`src/rtl/debounce_pkg.sv`:
```
// Shared types and constants for the debounce arbiter: FSM state encoding,
// default timing constants and an index-width helper.
package debounce_pkg;

  typedef enum logic [1:0] {
    SCAN   = 2'd0,
    COUNT  = 2'd1,
    COMMIT = 2'd2
  } state_t;

  // 5 ms of stability at 100 MHz; 2**19 comfortably covers it
  localparam int DEFAULT_MAX   = 500_000;
  localparam int DEFAULT_CNT_W = 19;

  function automatic int clog2(input int value);
    int result;
    result = 0;
    while ((1 << result) < value) result++;
    if (result == 0) result = 1;
    return result;
  endfunction

endpackage

```
`src/rtl/debounce_arbiter_sync.sv`:
```
// N-bit two-flop synchronizer for the raw button levels, synchronous reset.
module btn_sync #(
  parameter int WIDTH = 4
) (
  input  logic             clk,
  input  logic             rst,
  input  logic [WIDTH-1:0] d,
  output logic [WIDTH-1:0] q
);

  logic [WIDTH-1:0] meta;

  always_ff @(posedge clk) begin
    if (rst) begin
      meta <= '0;
      q    <= '0;
    end else begin
      meta <= d;
      q    <= meta;
    end
  end

endmodule

```
`src/rtl/debounce_arbiter.sv`:
```
// Round-robin debouncer sharing one stability timer among N_BTN buttons.
// Optional macro RELEASE_PULSE_EN adds btn_release, a pulse on 1->0 commits.
module debounce_arbiter
  import debounce_pkg::*;
#(
  parameter int N_BTN = 4,
  parameter int CNT_W = DEFAULT_CNT_W,
  parameter int MAX   = DEFAULT_MAX
) (
  input  logic                    clk,
  input  logic                    rst,
  input  logic [N_BTN-1:0]        btn_raw,
  output logic [N_BTN-1:0]        btn_db,
  output logic [N_BTN-1:0]        btn_press,
`ifdef RELEASE_PULSE_EN
  output logic [N_BTN-1:0]        btn_release,
`endif
  output logic                    busy,
  output logic [clog2(N_BTN)-1:0] grant_idx
);

  localparam int IDX_W = clog2(N_BTN);

  logic [N_BTN-1:0] sync;
  state_t           state, state_n;
  logic [IDX_W-1:0] ptr, ptr_n;
  logic [IDX_W-1:0] idx, idx_n;
  logic             target, target_n;
  logic [CNT_W-1:0] cnt, cnt_n;
  logic [N_BTN-1:0] db_n;
  logic [N_BTN-1:0] press_n;
`ifdef RELEASE_PULSE_EN
  logic [N_BTN-1:0] rel_n;
`endif

  btn_sync #(.WIDTH(N_BTN)) u_sync (
    .clk (clk),
    .rst (rst),
    .d   (btn_raw),
    .q   (sync)
  );

  function automatic logic [IDX_W-1:0] wrap_inc(input logic [IDX_W-1:0] v);
    return (v == IDX_W'(N_BTN - 1)) ? '0 : v + IDX_W'(1);
  endfunction

  always_comb begin
    state_n  = state;
    ptr_n    = ptr;
    idx_n    = idx;
    target_n = target;
    cnt_n    = cnt;
    db_n     = btn_db;
    press_n  = '0;
`ifdef RELEASE_PULSE_EN
    rel_n    = '0;
`endif
    case (state)
      SCAN: begin
        if (sync[ptr] != btn_db[ptr]) begin
          idx_n    = ptr;
          target_n = sync[ptr];
          cnt_n    = '0;
          state_n  = COUNT;
        end else begin
          ptr_n = wrap_inc(ptr);
        end
      end
      COUNT: begin
        // a bounce forfeits the timer; moving past idx keeps others from starving
        if (sync[idx] != target) begin
          ptr_n   = wrap_inc(idx);
          state_n = SCAN;
        end else if (cnt == CNT_W'(MAX - 1)) begin
          state_n = COMMIT;
        end else begin
          cnt_n = cnt + CNT_W'(1);
        end
      end
      COMMIT: begin
        // target always differs from btn_db[idx], so its value gives the edge direction
        db_n[idx]    = target;
        press_n[idx] = target;
`ifdef RELEASE_PULSE_EN
        rel_n[idx]   = ~target;
`endif
        ptr_n   = wrap_inc(idx);
        state_n = SCAN;
      end
      default: state_n = SCAN;
    endcase
  end

  always_ff @(posedge clk) begin
    if (rst) begin
      state       <= SCAN;
      ptr         <= '0;
      idx         <= '0;
      target      <= 1'b0;
      cnt         <= '0;
      btn_db      <= '0;
      btn_press   <= '0;
`ifdef RELEASE_PULSE_EN
      btn_release <= '0;
`endif
    end else begin
      state       <= state_n;
      ptr         <= ptr_n;
      idx         <= idx_n;
      target      <= target_n;
      cnt         <= cnt_n;
      btn_db      <= db_n;
      btn_press   <= press_n;
`ifdef RELEASE_PULSE_EN
      btn_release <= rel_n;
`endif
    end
  end

  assign busy      = (state == COUNT) || (state == COMMIT);
  assign grant_idx = idx;

endmodule

```
`config.mk`:
```
export PLATFORM = sky130hd
export DESIGN_NAME = debounce_arbiter
export DESIGN_NICKNAME = d
export VERILOG_FILES = /design/src/rtl/debounce_pkg.sv /design/src/rtl/debounce_arbiter_sync.sv /design/src/rtl/debounce_arbiter.sv
export SDC_FILE = /design/constraint.sdc
export NUM_CORES = 1
export LEC_CHECK = 0
export ABC_AREA = 1
export BUFFER_PORTS_ARGS = -buffer_cell sky130_fd_sc_hd__buf_4
export CAP_MARGIN = 30
export CORE_UTILIZATION = 50
export DETAILED_ROUTE_END_ITERATION = 12
export HOLD_SLACK_MARGIN = 0.12
export PLACE_DENSITY = 0.68
export SYNTH_ARGS = -nofsm -noshare
export SYNTH_HDL_FRONTEND = slang
export SYNTH_SLANG_ARGS = --single-unit
```
`constraint.sdc`:
```
create_clock -name clk -period 4 [get_ports clk]
set_input_delay 0.4 -clock clk [delete_from_list [all_inputs] [get_ports clk]]
set_output_delay 0.4 -clock clk [all_outputs]
set_load 0.01 [all_outputs]
```
* Yosys cells after proc, flatten, opt, wreduce, memory -nomap -nowiden
Cells that the tools add are included.
** Storage, ports and cells
- Flip-flop bits (word level) :: 42
- Bits in latches :: 0
- RAM bits :: 0
- Bits in read-only memories :: 0
- Memories kept :: 0
** Operators by class
- Add/subtract/negate cells :: 3
- Multipliers :: 0
- Divide/modulo/power cells :: 0
- $lt $le $gt $ge :: 3
- Eq/ne operators :: 13
- Shift operators :: 0
- Multiplexer cells :: 22
- Bitwise gates (word level) :: 2
- Reduce and logical (&&, ||, !) cells :: 10
** Operators by type and width (number)
- two-way mux 19 bit :: 3
- case mux 19 bit (2 select lines) :: 1
- adder 19 x 1 -> 19 bit, second input constant :: 1
- equality test 19 bit, second input constant :: 1
- two-way mux 2 bit :: 7
- != test 2 bit, second input constant :: 5
- binary-select mux 1 bit (select 2 bit) :: 3
- equality test 2 bit, second input constant :: 3
- less-than comparator 2 x 3 -> 1 bit, second input constant :: 2
- case mux 2 bit (3 select lines) :: 1
- adder 2 x 1 -> 2 bit, second input constant :: 2
- bitwise AND 4 bit :: 1
- bitwise mux 4 bit :: 1
- two-way mux 1 bit :: 4
- case mux 2 bit (2 select lines) :: 1
- AND reduction 2 bit :: 2
- AND reduction 4 bit :: 1
- != test 3 bit, second input constant :: 1
- AND reduction 3 bit :: 1
- nonzero test 3 bit :: 1
- demux 1 bit (select 2 bit) :: 1
- equality test 2 x 1 -> 1 bit, second input constant :: 1
- >= comparator 2 x 1 -> 1 bit, second input constant :: 1
- zero test 2 bit :: 1
- other kinds (6) :: 7

* Logic depth before layout (Yosys ltp)
- Depth after elaboration :: 5
- Gate-level depth with buffers :: 14

* Hierarchy
From an unflattened synthesis, not the netlist that was laid out.
** Second synthesis, totals
- Cell total of the unflattened synthesis :: 363
- Area total of the unflattened synthesis :: 2502.4 um2
** Modules (own cells, without submodules)
- debounce_arbiter :: times used 1, cells each 338, area an instance 2270.9 um2
- btn_sync :: times used 1, cells each 25, area an instance 231.5 um2

* Least setup slack after synthesis
No wires, ideal clock.
- Path type :: flip-flop to flip-flop
- Start :: register cnt[0]
- End :: register cnt[14]
- Library setup time :: 71 ps
- Arrival time :: 1488 ps
- Data required time :: 3929 ps
- Path slack :: 2441 ps
- Cell stages (with the launch flop) :: 9
- Clock period less this slack :: 1559 ps
- Cell sequence :: dfxtp_1 > ha_1 > nand3_2 > nor2_2 > nand4_1 > nand2_2 > clkbuf_2 > o21ai_0 > a21oi_1
** On the way
- Cells in the longest elaborated chain, start to end :: 4
** RTL lines
- start, declared :: line debounce_arbiter.sv:29 : logic [CNT_W-1:0] cnt, cnt_n;
- start signal, assigned :: line debounce_arbiter.sv:111 : cnt <= cnt_n;
- adder 19 x 1 -> 19 bit :: line debounce_arbiter.sv:77 : cnt_n = cnt + CNT_W'(1);
- two-way mux 19 bit :: line debounce_arbiter.sv:74 : end else if (cnt == CNT_W'(MAX - 1)) begin
- two-way mux 19 bit :: line debounce_arbiter.sv:71 : if (sync[idx] != target) begin
- case mux 19 bit (2 select lines) :: line debounce_arbiter.sv:58 : case (state)
Several ways; a longest one is shown, not always the timed one. The select of a mux whose other input is x is not followed.
A chain may end at the register's enable or synchronous reset.

* Final worst setup path
- Start :: register state[1]
- End :: register cnt[13]
** On the way
- Cells in the longest elaborated chain, start to end :: 3
** RTL lines
- start, declared :: line debounce_arbiter.sv:25 : state_t state, state_n;
- start signal, assigned :: line debounce_arbiter.sv:107 : state <= state_n;
- equality test 2 x 1 -> 1 bit / zero test 2 bit (equally long branches) :: line debounce_arbiter.sv:58
- != test 2 bit (no line) / nonzero test 2 bit (equally long branches)
- AND reduction 4 bit (no line)
Several ways; a longest one is shown, not always the timed one.

==> impl_metrics.tcl <==
set metrics [dict create \
    status "finished with violations" \
    violations "design-rule violations" \
    cellLeakagePower_nw 1.100 \
    cts.path.max_buffers 2 \
    first_pass_iters 9 \
    slew_headroom_pct 67.35 \
    synthCells 357 \
    crit_required_ps 4190 \
    drtIter0Drc 139 \
    fin_area_um2 2629 \
    ant_nets 0 \
    ios 17 \
    core-area_um2 4474 \
    nFillCells 418 \
    grt_overflow 0 \
    num_rows 24 \
    worstPathMaxFanout 25 \
    ff2ff_setup_slack_ps 1910 \
    post_cts_resized 0 \
    finalPower_w 0.001623 \
    insertion_delay_ps 300 \
    clockRootBuffer "clkbuf_8" \
    grt_pass1_vias 1788 \
    p_int_w 0.0009214 \
    syn-num-nets 373 \
    arrival_ps 2280 \
    slew_viol_final 0 \
    grt_usage_pct 21.15 \
    cts_tree "yes" \
    timing.final.crit_share_pct 52.21 \
    pwr-share-comb_pct 43.1 \
    via_per_inst 5.081 \
    critPathMostFrequentCell "inv_1" \
    nets 385 \
    ys_types 33 \
    swShare_pct 43.22 \
    finalSetupViolations 0 \
    max_stage_delay_ps 330 \
    clock_sinks 42 \
    cts_made_buffers 5 \
    maxCapViolCount 0 \
    grt_pass1_wl_um 8397 \
    multiInputGateArea_um2 1363 \
    dpl_cell_area_um2 2516 \
    power_density_nw_per_um2 617.3 \
    ir_worst_vdd_uv 321.1 \
    clkTransAtPathRegs_ps 80 \
    n_antenna_cell 0 \
    hold_buffers 0 \
    io_buffers 16 \
    ys_seq_area_share_pct 35.04 \
    htree_levels 2 \
    pwr-share-seq_pct 36.2 \
    seq_area_um2 840.8 \
    endpoint_kind "flop" \
    gp_congestion 0.8827 \
    finClkSkew_ps 7.758 \
    p_switching_w 0.0007014 \
    start_util_pct 53.64 \
    worstMarginPinSlew_ps 489.2 \
    syn_area_per_cell_um2 6.722 \
    antenna_found_initial 0 \
    yosys_warnings 0 \
    critPathKind "reg -> reg" \
    grt_max_degree 26 \
    drive_gt1_share_pct 11.89 \
    finalCriticalPeriod_ps 2088 \
    crit_chain "inv_1 > ha_1 > inv_1 > nand2_1 > nand2_4 > nor2_8 > inv_1 > nor2_1 > nor2_1" \
    synth_seq_cells 42 \
    wire_per_inst_um 11.51 \
    setup_tns_ps 0 \
    slowest_stage "dfxtp_1" \
    cp-start-kind "flop" \
    cts_setup_buffers 0 \
    rsz0062_at_grt "no" \
    dieArea_um2 5081 \
    area_growth_pct 9.541 \
    max_freq_mhz 478.8 \
    syn_area_um2 2400 \
    hold_slack_ps 294.3 \
    hold_path_class "in -> reg" \
    vias 2144 \
    drc 2 \
    hpwl_um 3595 \
    die_w_um 71.28 \
    hold_viol_final 0 \
    die_h_um 71.28 \
    pwr-share-clk_pct 20.7 \
    drt-total-wl_um 4859 \
]
[area by class of cell]
| cell class | count | share of cell area, % |
|---|---|---|
| clock buffer | 5 | 2.618 |
| clock inverter | 3 | 1.666 |
| inverter | 32 | 4.855 |
| multi-input combinational | 272 | 51.83 |
| sequential | 42 | 31.98 |
| tap | 52 | 2.475 |
| timing repair buffer | 16 | 4.569 |
[logic make-up after synthesis]
| logic type | share of synthesized area [%] |
|---|---|
| muxes | 0.4692 |
| AOI/OAI and AO/OA | 9.385 |
| DFF | 35.04 |
| adders and majority gates | 5.214 |
| buffers and inverters | 8.185 |
| and+or+nand+nor | 38.43 |
| xor gates and xnor gates | 3.285 |
[critical path: cells and delay by family, from the launching register on]
kind,cells,cell delay [ps]
AND/OR/NAND/NOR,5,770
buffers and inverters,3,520
flip-flops,1,330
adder cells (fa/ha/maj),1,330
[registers in the layout, indices dropped and copies added (netlist names)]
signal,cells
cnt,19
btn_db,4
btn_press,4
u_sync.meta,4
u_sync.q,4
grant_idx,2
ptr,2
state,2
target,1
[synth_stat cells, drive strengths merged]
| master | number | area share, % |
|---|---|---|
| nor2 | 71 | 12 |
| clkinv | 1 | 0.16 |
| nand3 | 29 | 6.8 |
| a21o | 1 | 0.31 |
| xnor2 | 1 | 0.37 |
| nand3b | 1 | 0.31 |
| mux2 | 1 | 0.47 |
| o21ai | 17 | 3.5 |
| clkbuf | 7 | 1.3 |
| dfxtp | 42 | 35 |
| inv | 31 | 5.2 |
| nor3b | 2 | 0.63 |
| or2 | 1 | 0.26 |
| buf | 4 | 1.6 |
| nand4 | 3 | 0.78 |
| ha | 10 | 5.2 |
| a31o | 4 | 1.5 |
| nor3 | 2 | 0.42 |
| o32ai | 2 | 0.73 |
| nand2 | 102 | 17 |
| a21oi | 16 | 3.3 |
| and2 | 1 | 0.26 |
| xor2 | 8 | 2.9 |
[power by group through the flow]
stage	Sequential, W	Clock [W]	Combinational, W
2_1_floorplan	0.000560	0	0.000625
3_3_place_gp	0.000596	0	0.000683
3_5_place_dp	0.000594	0	0.000693
4_1_cts	0.000586	0.000347	0.000697
5_1_grt	0.000604	0.000363	0.000803
6_report	0.000587	0.000336	0.000700
[layer usage]
metal / vias to the layer above / GRT usage, % / wire length, um
met1: 940 / 31.98 / 2679
met4: 0 / 6.000 / 34
met3: 4 / 5.063 / 208
met5: - / 0 / 0
li1: 1157 / - / -
met2: 43 / 29.74 / 1937
[worst paths after layout]
kind,start,end,depth (start not counted)
min reg2reg,u_sync.meta[0],u_sync.q[0],2
max,state[1],cnt[13],9
max reg2reg,state[1],cnt[13],9
min,btn_raw[1],u_sync.meta[1],3
[cell usage in the layout, fill, tap and decap left out, types with 2 or more instances in the layout]
cell type / Yosys / final
nand2_1: 93 / 93
xor2_1: 8 / 8
nand4_1: 3 / 3
dfxtp_1: 42 / 42
a31o_2: 4 / 4
o21ai_1: 4 / 4
inv_1: 30 / 30
nand3_1: 27 / 27
a21oi_1: 16 / 16
nand2_2: 8 / 8
clkbuf_8: 0 / 5
ha_1: 10 / 10
nor3_1: 2 / 2
o21ai_0: 13 / 13
o32ai_1: 2 / 2
buf_4: 0 / 16
nor2_1: 69 / 69
nor3b_1: 2 / 2
[per-stage QoR]
| stage | utilization [%] | worst slack, ps | instances |
|---|---|---|---|
| detailed placement | 56.24 | 1942 | 414 |
| global route | 58.75 | 1693 | 422 |
| floorplan | - | 2441 | 357 |
| global placement | 56.24 | 2022 | 414 |
| CTS | 58.75 | 1913 | 422 |
| finish | 58.75 | 1912 | 422 |
(Power assumes the default switching activity.)
